<file path="config.mk">
export PLATFORM = sky130hd
export DESIGN_NAME = memory_arbiter_rr
export DESIGN_NICKNAME = d
export VERILOG_FILES = /design/src/rtl/memory_arbiter_rr.sv
export SDC_FILE = /design/constraint.sdc
export NUM_CORES = 1
export LEC_CHECK = 0
export CELL_PAD_IN_SITES_DETAIL_PLACEMENT = 1
export CELL_PAD_IN_SITES_GLOBAL_PLACEMENT = 2
export CORE_ASPECT_RATIO = 0.5
export CORE_MARGIN = 4
export CORE_UTILIZATION = 30
export DETAILED_ROUTE_END_ITERATION = 6
export PLACE_DENSITY = 0.88
export SETUP_SLACK_MARGIN = 0.02
export SLEW_MARGIN = 20
export SYNTH_ARGS = -nofsm -noshare
export SYNTH_HDL_FRONTEND = slang
export SYNTH_SLANG_ARGS = --single-unit
</file>
<file path="constraint.sdc">
create_clock -name CLK -period 11.2 [get_ports CLK]
set_clock_uncertainty 0.2 [all_clocks]
set_input_delay 2.24 -clock CLK [delete_from_list [all_inputs] [get_ports CLK]]
set_output_delay 2.24 -clock CLK [all_outputs]
set_load 0.03 [all_outputs]
</file>
<file path="src/rtl/memory_arbiter_rr.sv">
// memory_arbiter_rr: multi-port memory front-end with round-robin arbitration
// onto a serial packet link. Up to MAX_OUTSTANDING reads may be in flight. The
// link returns read responses in request order, so a tag FIFO of port ids
// routes each response back to the port that issued it.
//
// Ports:
//   CLK, RST      clock, asynchronous active-high reset
//   send_flag     one-cycle pulse: send_data/send_length carry a new packet
//   send_data     request packet (write: flag at MSB, then mask/addr/data)
//   send_length   packet length in bytes
//   sendable      transmitter can accept a packet this cycle
//   recv_flag     one-cycle pulse: the presented response was consumed
//   recv_data     response packet; read data sits in [DW-1:0]
//   recv_length   response length (ignored)
//   receivable    a response is available
//   rw_flag_      per port 2 bits: 0 idle, 1 read, 2 write, 3 idle
//   addr_, write_data_, write_mask_   per-port request fields
//   read_data_    per-port last read result
//   busy          per-port slot occupied
//   done          per-port one-cycle completion pulse
module memory_arbiter_rr #(
  parameter int PORT_COUNT      = 2,
  parameter int DATA_WIDTH_BYTE = 4,
  parameter int ADDR_WIDTH_BYTE = 4,
  parameter int MAX_OUTSTANDING = 2,
  localparam int DW        = 8 * DATA_WIDTH_BYTE,
  localparam int AW        = 8 * ADDR_WIDTH_BYTE,
  localparam int PB        = (PORT_COUNT > 1) ? $clog2(PORT_COUNT) : 1,
  localparam int SEND_BYTE = DATA_WIDTH_BYTE + ADDR_WIDTH_BYTE + DATA_WIDTH_BYTE / 8 + 1,
  localparam int SW        = SEND_BYTE * 8
) (
  input  logic                                 CLK,
  input  logic                                 RST,
  output logic                                 send_flag,
  output logic [SW-1:0]                        send_data,
  output logic [4:0]                           send_length,
  input  logic                                 sendable,
  output logic                                 recv_flag,
  input  logic [SW-1:0]                        recv_data,
  input  logic [4:0]                           recv_length,
  input  logic                                 receivable,
  input  logic [PORT_COUNT*2-1:0]              rw_flag_,
  input  logic [PORT_COUNT*AW-1:0]             addr_,
  input  logic [PORT_COUNT*DW-1:0]             write_data_,
  input  logic [PORT_COUNT*DATA_WIDTH_BYTE-1:0] write_mask_,
  output logic [PORT_COUNT*DW-1:0]             read_data_,
  output logic [PORT_COUNT-1:0]                busy,
  output logic [PORT_COUNT-1:0]                done
);

  localparam int OB = (MAX_OUTSTANDING > 1) ? $clog2(MAX_OUTSTANDING) : 1;
  localparam int CW = $clog2(MAX_OUTSTANDING + 1);

  // Per-port request slots; busy doubles as the slot-valid bit.
  logic [PORT_COUNT-1:0]      slot_write;
  logic [PORT_COUNT-1:0]      slot_issued;
  logic [AW-1:0]              slot_addr [PORT_COUNT];
  logic [DW-1:0]              slot_data [PORT_COUNT];
  logic [DATA_WIDTH_BYTE-1:0] slot_mask [PORT_COUNT];

  logic [PB-1:0] rr;

  // In-flight read tags, oldest at rd_ptr.
  logic [PB-1:0] tag_mem [MAX_OUTSTANDING];
  logic [OB-1:0] wr_ptr;
  logic [OB-1:0] rd_ptr;
  logic [CW-1:0] count;

  logic                  fifo_full;
  logic                  pop;
  logic [PB-1:0]         head;
  logic [PORT_COUNT-1:0] eligible;
  logic                  gnt_valid;
  logic [PB-1:0]         gnt;
  logic                  issue;
  logic                  push;
  int unsigned           idx;
  logic [SW-1:0]         pkt_write;
  logic [SW-1:0]         pkt_read;
  logic                  unused_inputs;

  assign unused_inputs = ^{recv_length, recv_data[SW-1:DW]};

  assign fifo_full = (count == CW'(MAX_OUTSTANDING));
  assign pop       = receivable && (count != '0);
  assign head      = tag_mem[rd_ptr];
  assign issue     = gnt_valid && sendable;
  assign push      = issue && !slot_write[gnt];

  function automatic logic [OB-1:0] next_ptr(input logic [OB-1:0] p);
    return (p == OB'(MAX_OUTSTANDING - 1)) ? '0 : p + 1'b1;
  endfunction

  always_comb begin
    for (int unsigned j = 0; j < PORT_COUNT; j++) begin
      eligible[j] = busy[j] && (slot_write[j] || (!slot_issued[j] && !fifo_full));
    end
  end

  // Search starts just after the last granted port, wrapping modulo PORT_COUNT.
  always_comb begin
    gnt_valid = 1'b0;
    gnt       = '0;
    idx       = 0;
    for (int unsigned i = 1; i <= PORT_COUNT; i++) begin
      idx = (32'(rr) + i) % PORT_COUNT;
      if (!gnt_valid && eligible[idx]) begin
        gnt_valid = 1'b1;
        gnt       = PB'(idx);
      end
    end
  end

  always_comb begin
    pkt_write                               = '0;
    pkt_write[SW-1]                         = 1'b1;
    pkt_write[DW+AW +: DATA_WIDTH_BYTE]     = slot_mask[gnt];
    pkt_write[DW +: AW]                     = slot_addr[gnt];
    pkt_write[DW-1:0]                       = slot_data[gnt];
    pkt_read                                = '0;
    pkt_read[AW-1:0]                        = slot_addr[gnt];
  end

  always_ff @(posedge CLK or posedge RST) begin
    if (RST) begin
      send_flag   <= 1'b0;
      send_data   <= '0;
      send_length <= '0;
      recv_flag   <= 1'b0;
      read_data_  <= '0;
      busy        <= '0;
      done        <= '0;
      slot_write  <= '0;
      slot_issued <= '0;
      for (int unsigned j = 0; j < PORT_COUNT; j++) begin
        slot_addr[j] <= '0;
        slot_data[j] <= '0;
        slot_mask[j] <= '0;
      end
      for (int unsigned k = 0; k < MAX_OUTSTANDING; k++) begin
        tag_mem[k] <= '0;
      end
      rr     <= PB'(PORT_COUNT - 1);
      wr_ptr <= '0;
      rd_ptr <= '0;
      count  <= '0;
    end else begin
      send_flag <= 1'b0;
      recv_flag <= 1'b0;
      done      <= '0;

      // Capture only looks at pre-edge busy, so a slot freed this edge
      // cannot be refilled until the next one.
      for (int unsigned j = 0; j < PORT_COUNT; j++) begin
        if (!busy[j] && (rw_flag_[2*j +: 2] == 2'd1 || rw_flag_[2*j +: 2] == 2'd2)) begin
          busy[j]        <= 1'b1;
          slot_write[j]  <= rw_flag_[2*j+1];
          slot_issued[j] <= 1'b0;
          slot_addr[j]   <= addr_[j*AW +: AW];
          slot_data[j]   <= write_data_[j*DW +: DW];
          slot_mask[j]   <= write_mask_[j*DATA_WIDTH_BYTE +: DATA_WIDTH_BYTE];
        end
      end

      if (issue) begin
        send_flag <= 1'b1;
        rr        <= gnt;
        if (slot_write[gnt]) begin
          send_data   <= pkt_write;
          send_length <= 5'(SEND_BYTE);
          busy[gnt]   <= 1'b0;
          done[gnt]   <= 1'b1;
        end else begin
          send_data        <= pkt_read;
          send_length      <= 5'(ADDR_WIDTH_BYTE + 1);
          slot_issued[gnt] <= 1'b1;
          tag_mem[wr_ptr]  <= gnt;
          wr_ptr           <= next_ptr(wr_ptr);
        end
      end

      // The issuing port can never be the head: it had no read in flight.
      if (pop) begin
        recv_flag <= 1'b1;
        rd_ptr    <= next_ptr(rd_ptr);
        for (int unsigned j = 0; j < PORT_COUNT; j++) begin
          if (head == PB'(j)) begin
            read_data_[j*DW +: DW] <= recv_data[DW-1:0];
            done[j]                <= 1'b1;
            busy[j]                <= 1'b0;
          end
        end
      end

      if (push && !pop) begin
        count <= count + 1'b1;
      end else if (pop && !push) begin
        count <= count - 1'b1;
      end

      assert (!(push && fifo_full));
    end
  end

endmodule
</file>
==> run_results.csv, run 1 <==
group,metric,value,unit
logic_synthesis,ys_types,40,
logic_synthesis,synthCells,782,
clock_network,numCtsBuffers,28,
floorplanning,die_area,0.0410,mm^2
sta,worst_pin_slew,1.08,ns
setup_path,setup.worst_path.class,"in2reg",
setup_path,slowest_stage,"clkdlybuf4s50_1",
setup_path,critPathMaxStageDelay,0.57,ns
setup_path,worst_r2r_endpoint,"send_data[60]$_DFFE_PP0N_",
drt,vias_per_cell,4.87,
drt,drtAntennaViolNets,0,
pwr,p_leak,6.68,nW
clock_network,clock_tree.root_cell,"clkbuf_16",
clock_network,clockBufferDepth,3,
drt,drtIter0Drc,530,
drt,drt_wl_total,35800,um
floorplanning,ios,368,
setup_path,r2r_start,"count[1]$_DFFE_PP0P_",
setup_path,setup.worst_path.end_class,"register",
logic_synthesis,yosys.area.top_type_share,0.636,
setup_path,crit_required,11.47,ns
clock_network,cts_resized,0,
place,dp_hpwl,24500,um
global_route,first_global_vias,8762,
floorplanning,std_cell_rows,49,
floorplanning,die_h,145,um
sta,grt_setup_unrepaired,"no",
place,io_buffers,317,
floorplanning,core,0.0365,mm^2
setup_path,crit_arrival,4.79,ns
min_path,min_path_type,"reg2reg",
min_path,hp-start,"send_data[33]$_DFFE_PP0N_",
place,post-place-ws,6.11,ns
global_route,grt-ovfl-total,0,
global_route,grt_antenna_before_repair,8,
sta,setup_tns,0,ns
drt,first_pass_iters,5,
sta,min_period,4.52,ns
drt,wl_per_cell,22.4,um
drt,drc,0,
pwr,ir_worst_vdd,0.136,mV
sta,fmax,221,MHz
logic_synthesis,ys_seq_area_frac,0.638,
run,maxCapViolCount,0,
final_layout,synthToLayoutAreaGrowth,40.9,%
pwr,power_density,326,mW/mm^2
setup_path,regToRegSetupSlack,8.12,ns
final_layout,final_layout_size_suffix_gt1_frac,0.242,
logic_synthesis,yosys_warnings,0,
floorplanning,start_util,0.309,
clock_network,clk_pin_slew,0.07,ns
min_path,whs_endpoint,"send_data[33]$_DFFE_PP0N_",
sta,fin_hold_ws,0.285,ns
clock_network,cts-hold-fix-buffers,0,
clock_network,cts_tree,"built",
min_path,min_path_cells,2,
logic_synthesis,synthArstFlopShare,1.00,
logic_synthesis,yosys-top-cells-area,"dfrtp_1, mux2_2, a222oi_1, mux2i_1, o21ai_0",
logic_synthesis,synth_ff_type,"dfrtp_1",
logic_synthesis,synth_top_cell_by_area,"dfrtp_1",
global_route,grt_pass1_wl,54100,um
sta,hold_viol_final,0,
sta,timing.final.ws_setup,6.68,ns
sta,layout_worst_path_cycle_share,0.404,
drt,vias,7785,
clock_network,cts.sinks,288,
logic_synthesis,synth_area,0.0113,mm^2
logic_synthesis,synth_edf_count,0,
setup_path,crit_fanout,35,
place,place_congestion,0.800,
sta,finalMaxSlewViolations,0,
global_route,grt_max_degree,138,
setup_path,cp-start-kind,"primary input",
sta,relSlewSlack,0.280,
logic_synthesis,post_synth.cell_area_avg,14.4,um^2
status,status,"completed",
setup_path,reg2regPathDepth,6,
global_route,grt_usage,0.169,
clock_network,clk-insertion-delay-late,0.56,ns
floorplanning,fp.dieW,282,um
final_layout,fin_nets,1309,
setup_path,crit_path_cell_trace,"clkdlybuf4s50_1 -> and2_1 -> or4b_1 -> a31o_1 -> and2_4 -> inv_1 -> ha_1 -> nor2_1 -> xor2_1",
clock_network,postCtsSetupBuffers,0,
logic_synthesis,synth-seq-cells,288,
clock_network,htreeDepth,1,
sta,setup_viol,0,
## how the worst max path moves through the flow
| stage | start | endpoint | slack (ns) | cells past startpoint |
|---|---|---|---|---|
| 5_1_grt | sendable | count[1]$_DFFE_PP0P_ | 6.58 | 10 |
| 6_report | sendable | count[1]$_DFFE_PP0P_ | 6.68 | 9 |
| 3_3_place_gp | sendable | count[1]$_DFFE_PP0P_ | 6.23 | 10 |
| 4_1_cts | sendable | count[1]$_DFFE_PP0P_ | 6.69 | 9 |
| 2_1_floorplan | RST | busy[0]$_DFF_PP0_ | 0.81 | 1 |
| 3_5_place_dp | sendable | count[1]$_DFFE_PP0P_ | 6.11 | 9 |
## layout make-up
type                            instances  area, um^2
Tap cell                              484         606
Clock inverter                         13         160
Timing Repair Buffer                  326        3240
Multi-Input combinational cell        428        3820
Fill cell                            3746       20600
Clock buffer                           37         795
Inverter                               15        63.8
Antenna cell                            8        20.0
Sequential cell                       288        7210
## synthesized netlist by cell type (all sizes together) (3+ instances only)
library cell	n
mux2i	33
nand2	41
a222oi	36
mux2	200
nor2	9
buf	33
xor2	4
xnor2	3
o21ai	74
dfrtp	287
clkbuf	22
inv	15
## layout by cell type (no fill, tap or decap), drive strengths merged, types with 3 or more instances in the layout
master,n
mux2,200
nor2,9
buf,9
conb,5
inv,16
o21ai,74
clkdlybuf4s50,317
mux2i,33
bufinv,3
diode,8
dfrtp,287
a222oi,36
xnor2,3
nand2,41
clkinv,7
clkbuf,37
xor2,4
## cells by family after synthesis
kind of cell,count (synthesis),synth area share
AOI/OAI and AO/OA,118,0.0699
DFF,288,0.638
and+or+nand+nor,64,0.0253
other,1,0.000332
adders and majority gates,1,0.00111
buffers and inverters,70,0.0305
muxes,233,0.229
xor gates and xnor gates,7,0.00609
## registers in the layout (all words and copies together) (netlist names)
| name | cells |
|---|---|
| rd_ptr | 1 |
| slot_data | 64 |
| recv_flag | 1 |
| count | 2 |
| slot_write | 2 |
| slot_issued | 2 |
| busy | 2 |
| send_length | 3 |
| slot_addr | 64 |
| wr_ptr | 1 |
| read_data_ | 64 |
| send_flag | 1 |
| tag_mem | 2 |
| slot_mask | 8 |
| send_data | 68 |
| rr | 1 |
| done | 2 |
## power breakdown
part	internal, mW	switching, mW	total (mW)
logic	1.05	1.28	2.33
clock network	0.569	0.419	0.988
registers	1.56	0.303	1.87
total	3.18	2.00	5.19
## per-stage QoR
stage | cells | util | power (mW) | instance area [um^2]
6_report | 1599 | 0.436 | 5.19 | 15900
5_1_grt | 1599 | 0.436 | 5.46 | 15900
4_1_cts | 1591 | 0.435 | 5.25 | 15900
3_5_place_dp | 1541 | 0.409 | 4.23 | 14900
3_3_place_gp | 1541 | 0.409 | 4.11 | 14900
2_1_floorplan | 786 | - | 3.27 | 11300
## metal layers
layer  wire, um  global-route usage  vias to the layer above
li1           -                   -                     3429
met4       1160              0.0586                        0
met5          0                   0                        -
met2      20500               0.333                      178
met3       1270              0.0276                       57
met1      12800               0.181                     4121
## worst max-delay path, delay by kind of cell
family	cells	cell delay (ns)
xor gates and xnor gates	1	0.16
AOI/OAI and AO/OA	1	0.26
and+or+nand+nor	4	1.19
adders and majority gates	1	0.25
buffers and inverters	2	0.68
No activity file was read; power rests on OpenSTA's default activity.
==> run 2, diff against run 1 <==
Clock period 11.2 ns to 4.5 ns, I/O delays scaled along.
==> run 2 against run 1 <==
Count of clock-buffer cells in the layout rose by 5. Global-route usage is 0.41 points higher. Core utilization increased by 0.39 points. Clock power increased to 2.5 times the previous value. Via count is 0.21% higher. Sequential power increased by 150%. Worst setup slack worse by 5.4 ns. First-iteration DRC count down 23%. Critical path depth decreased by 3. Largest cell class unchanged. Highest routed layer unchanged.
==> run_results.csv, run 2 (synthesized netlist as in run 1, its figures left out) <==
group,metric,value,unit
setup_path,critPathMaxStageDelay,0.70,ns
sta,setup_viol,0,
setup_path,slowest_stage,"nand3_2",
floorplanning,die_area,0.0410,mm^2
final_layout,fin_cells,1604,
sta,layout_worst_path_cycle_share,0.715,
clock_network,htreeDepth,1,
pwr,power_density,809,mW/mm^2
place,dp_hpwl,25600,um
global_route,grt-ovfl-total,0,
floorplanning,core,0.0365,mm^2
setup_path,setup.worst_path.end_class,"register",
clock_network,clk-insertion-delay-late,0.58,ns
drt,first_pass_iters,6,
final_layout,final_common_cell,"clkdlybuf4s50_1",
floorplanning,die_h,145,um
drt,drtAntennaViolNets,0,
setup_path,crit_fanout,18,
final_layout,final_layout_size_suffix_gt1_frac,0.245,
run,maxCapViolCount,0,
sta,setup_tns,0,ns
floorplanning,start_util,0.309,
sta,finalMaxSlewViolations,0,
pwr,ir_worst_vdd,0.346,mV
sta,worst_pin_slew,0.750,ns
floorplanning,fp.dieW,282,um
min_path,min_path_type,"reg2reg",
global_route,first_global_vias,8951,
clock_network,cts_resized,0,
drt,drc,0,
place,place_congestion,0.809,
global_route,grt_max_degree,75,
clock_network,clk_pin_slew,0.07,ns
global_route,grt_antenna_before_repair,5,
global_route,grt_usage,0.173,
status,status,"completed",
clock_network,cts-hold-fix-buffers,0,
final_layout,synthToLayoutAreaGrowth,42.2,%
drt,vias,7801,
clock_network,cts.sinks,288,
drt,wl_per_cell,22.5,um
clock_network,clock_tree.root_cell,"clkbuf_16",
setup_path,setup.worst_path.class,"reg2reg",
clock_network,clockBufferDepth,3,
setup_path,cp-start-kind,"register",
sta,min_period,3.22,ns
final_layout,fillCellCount,3758,
clock_network,postCtsSetupBuffers,0,
floorplanning,ios,368,
floorplanning,std_cell_rows,49,
sta,hold_viol_final,0,
setup_path,crit_arrival,3.45,ns
final_layout,largest_register,"send_data",
final_layout,largest_reg_flops,68,
drt,drtIter0Drc,406,
place,io_buffers,317,
setup_path,crit_required,4.73,ns
final_layout,mostFrequentLayoutCells,"clkdlybuf4s50_1, dfrtp_1, mux2_2",
place,dp_cells,1548,
pwr,p_leak,6.74,nW
drt,drt_wl_total,36200,um
clock_network,cts_tree,"built",
drt,vias_per_cell,4.86,
final_layout,fin_nets,1317,
clock_network,numCtsBuffers,29,
setup_path,crit_path_cell_trace,"nor2b_1 -> o21bai_1 -> nand3_2 -> buf_4 -> mux2i_1 -> o21ai_1",
sta,fmax,311,MHz
sta,relSlewSlack,0.499,
global_route,grt_pass1_wl,55500,um
sta,grt_setup_unrepaired,"no",
## run 2: worst paths after layout
kind	from	slack [ns]	depth (start not counted)	endpoint
max	count[1]$_DFFE_PP0P_	1.28	6	send_data[11]$_DFFE_PP0N_
min reg2reg	send_length[0]$_DFFE_PP0N_	0.27	1	send_length[0]$_DFFE_PP0N_
min	send_length[0]$_DFFE_PP0N_	0.27	1	send_length[0]$_DFFE_PP0N_
max in group asynchronous	RST	2.77	3	slot_addr[19]$_DFFE_PP0P_
max reg2reg	count[1]$_DFFE_PP0P_	1.28	6	send_data[11]$_DFFE_PP0N_
min in group asynchronous	RST	0.53	2	slot_issued[0]$_DFF_PP0_
## run 2: stage by stage
step | setup WS, ns | total power, mW | hold WS [ns] | instance area [um^2] | util
final | 1.28 | 13.0 | 0.275 | 16100 | 0.439
after global routing | 1.13 | 13.7 | 0.282 | 16100 | 0.439
after CTS | 1.30 | 13.2 | 0.273 | 16000 | 0.439
after detailed placement | 0.839 | 10.6 | 0.253 | 15100 | 0.413
after global placement | 0.853 | 10.3 | 0.249 | 15100 | 0.413
after floorplan | -0.418 | 8.13 | 0.255 | 11300 | -
## run 2: worst max-delay path: cells and delay by family (launching register included)
family,cells,cell delay [ns]
AO/OA/AOI/OAI,2,0.65
buffers and inverters,1,0.49
flip-flops,1,0.41
multiplexers,1,0.42
AND/OR/NAND/NOR,2,0.88
## run 2: layout make-up
type / count / area (um^2) / area share
flip-flops and latches: 288 / 7210 / 0.449
repair buffers: 333 / 3390 / 0.211
clock buffers: 42 / 845 / 0.0526
well taps: 484 / 606 / 0.0377
multi-input cells: 428 / 3810 / 0.238
diodes: 5 / 12.5 / 0.000779
clock inverters: 9 / 119 / 0.00740
inverters: 15 / 60.1 / 0.00374
## run 2: routing by layer
metal,GRT usage,up-vias,wire length [um]
li1,-,3438,-
met1,0.189,4149,13100
met2,0.338,152,20800
met3,0.0249,62,969
met4,0.0644,0,1240
met5,0,-,0
## run 2: report_power, final
part           leakage, nW  internal [mW]  switching [mW]
sequential            3.45           3.89           0.749
combinational         2.82           2.67            3.22
clock                0.475           1.42            1.05
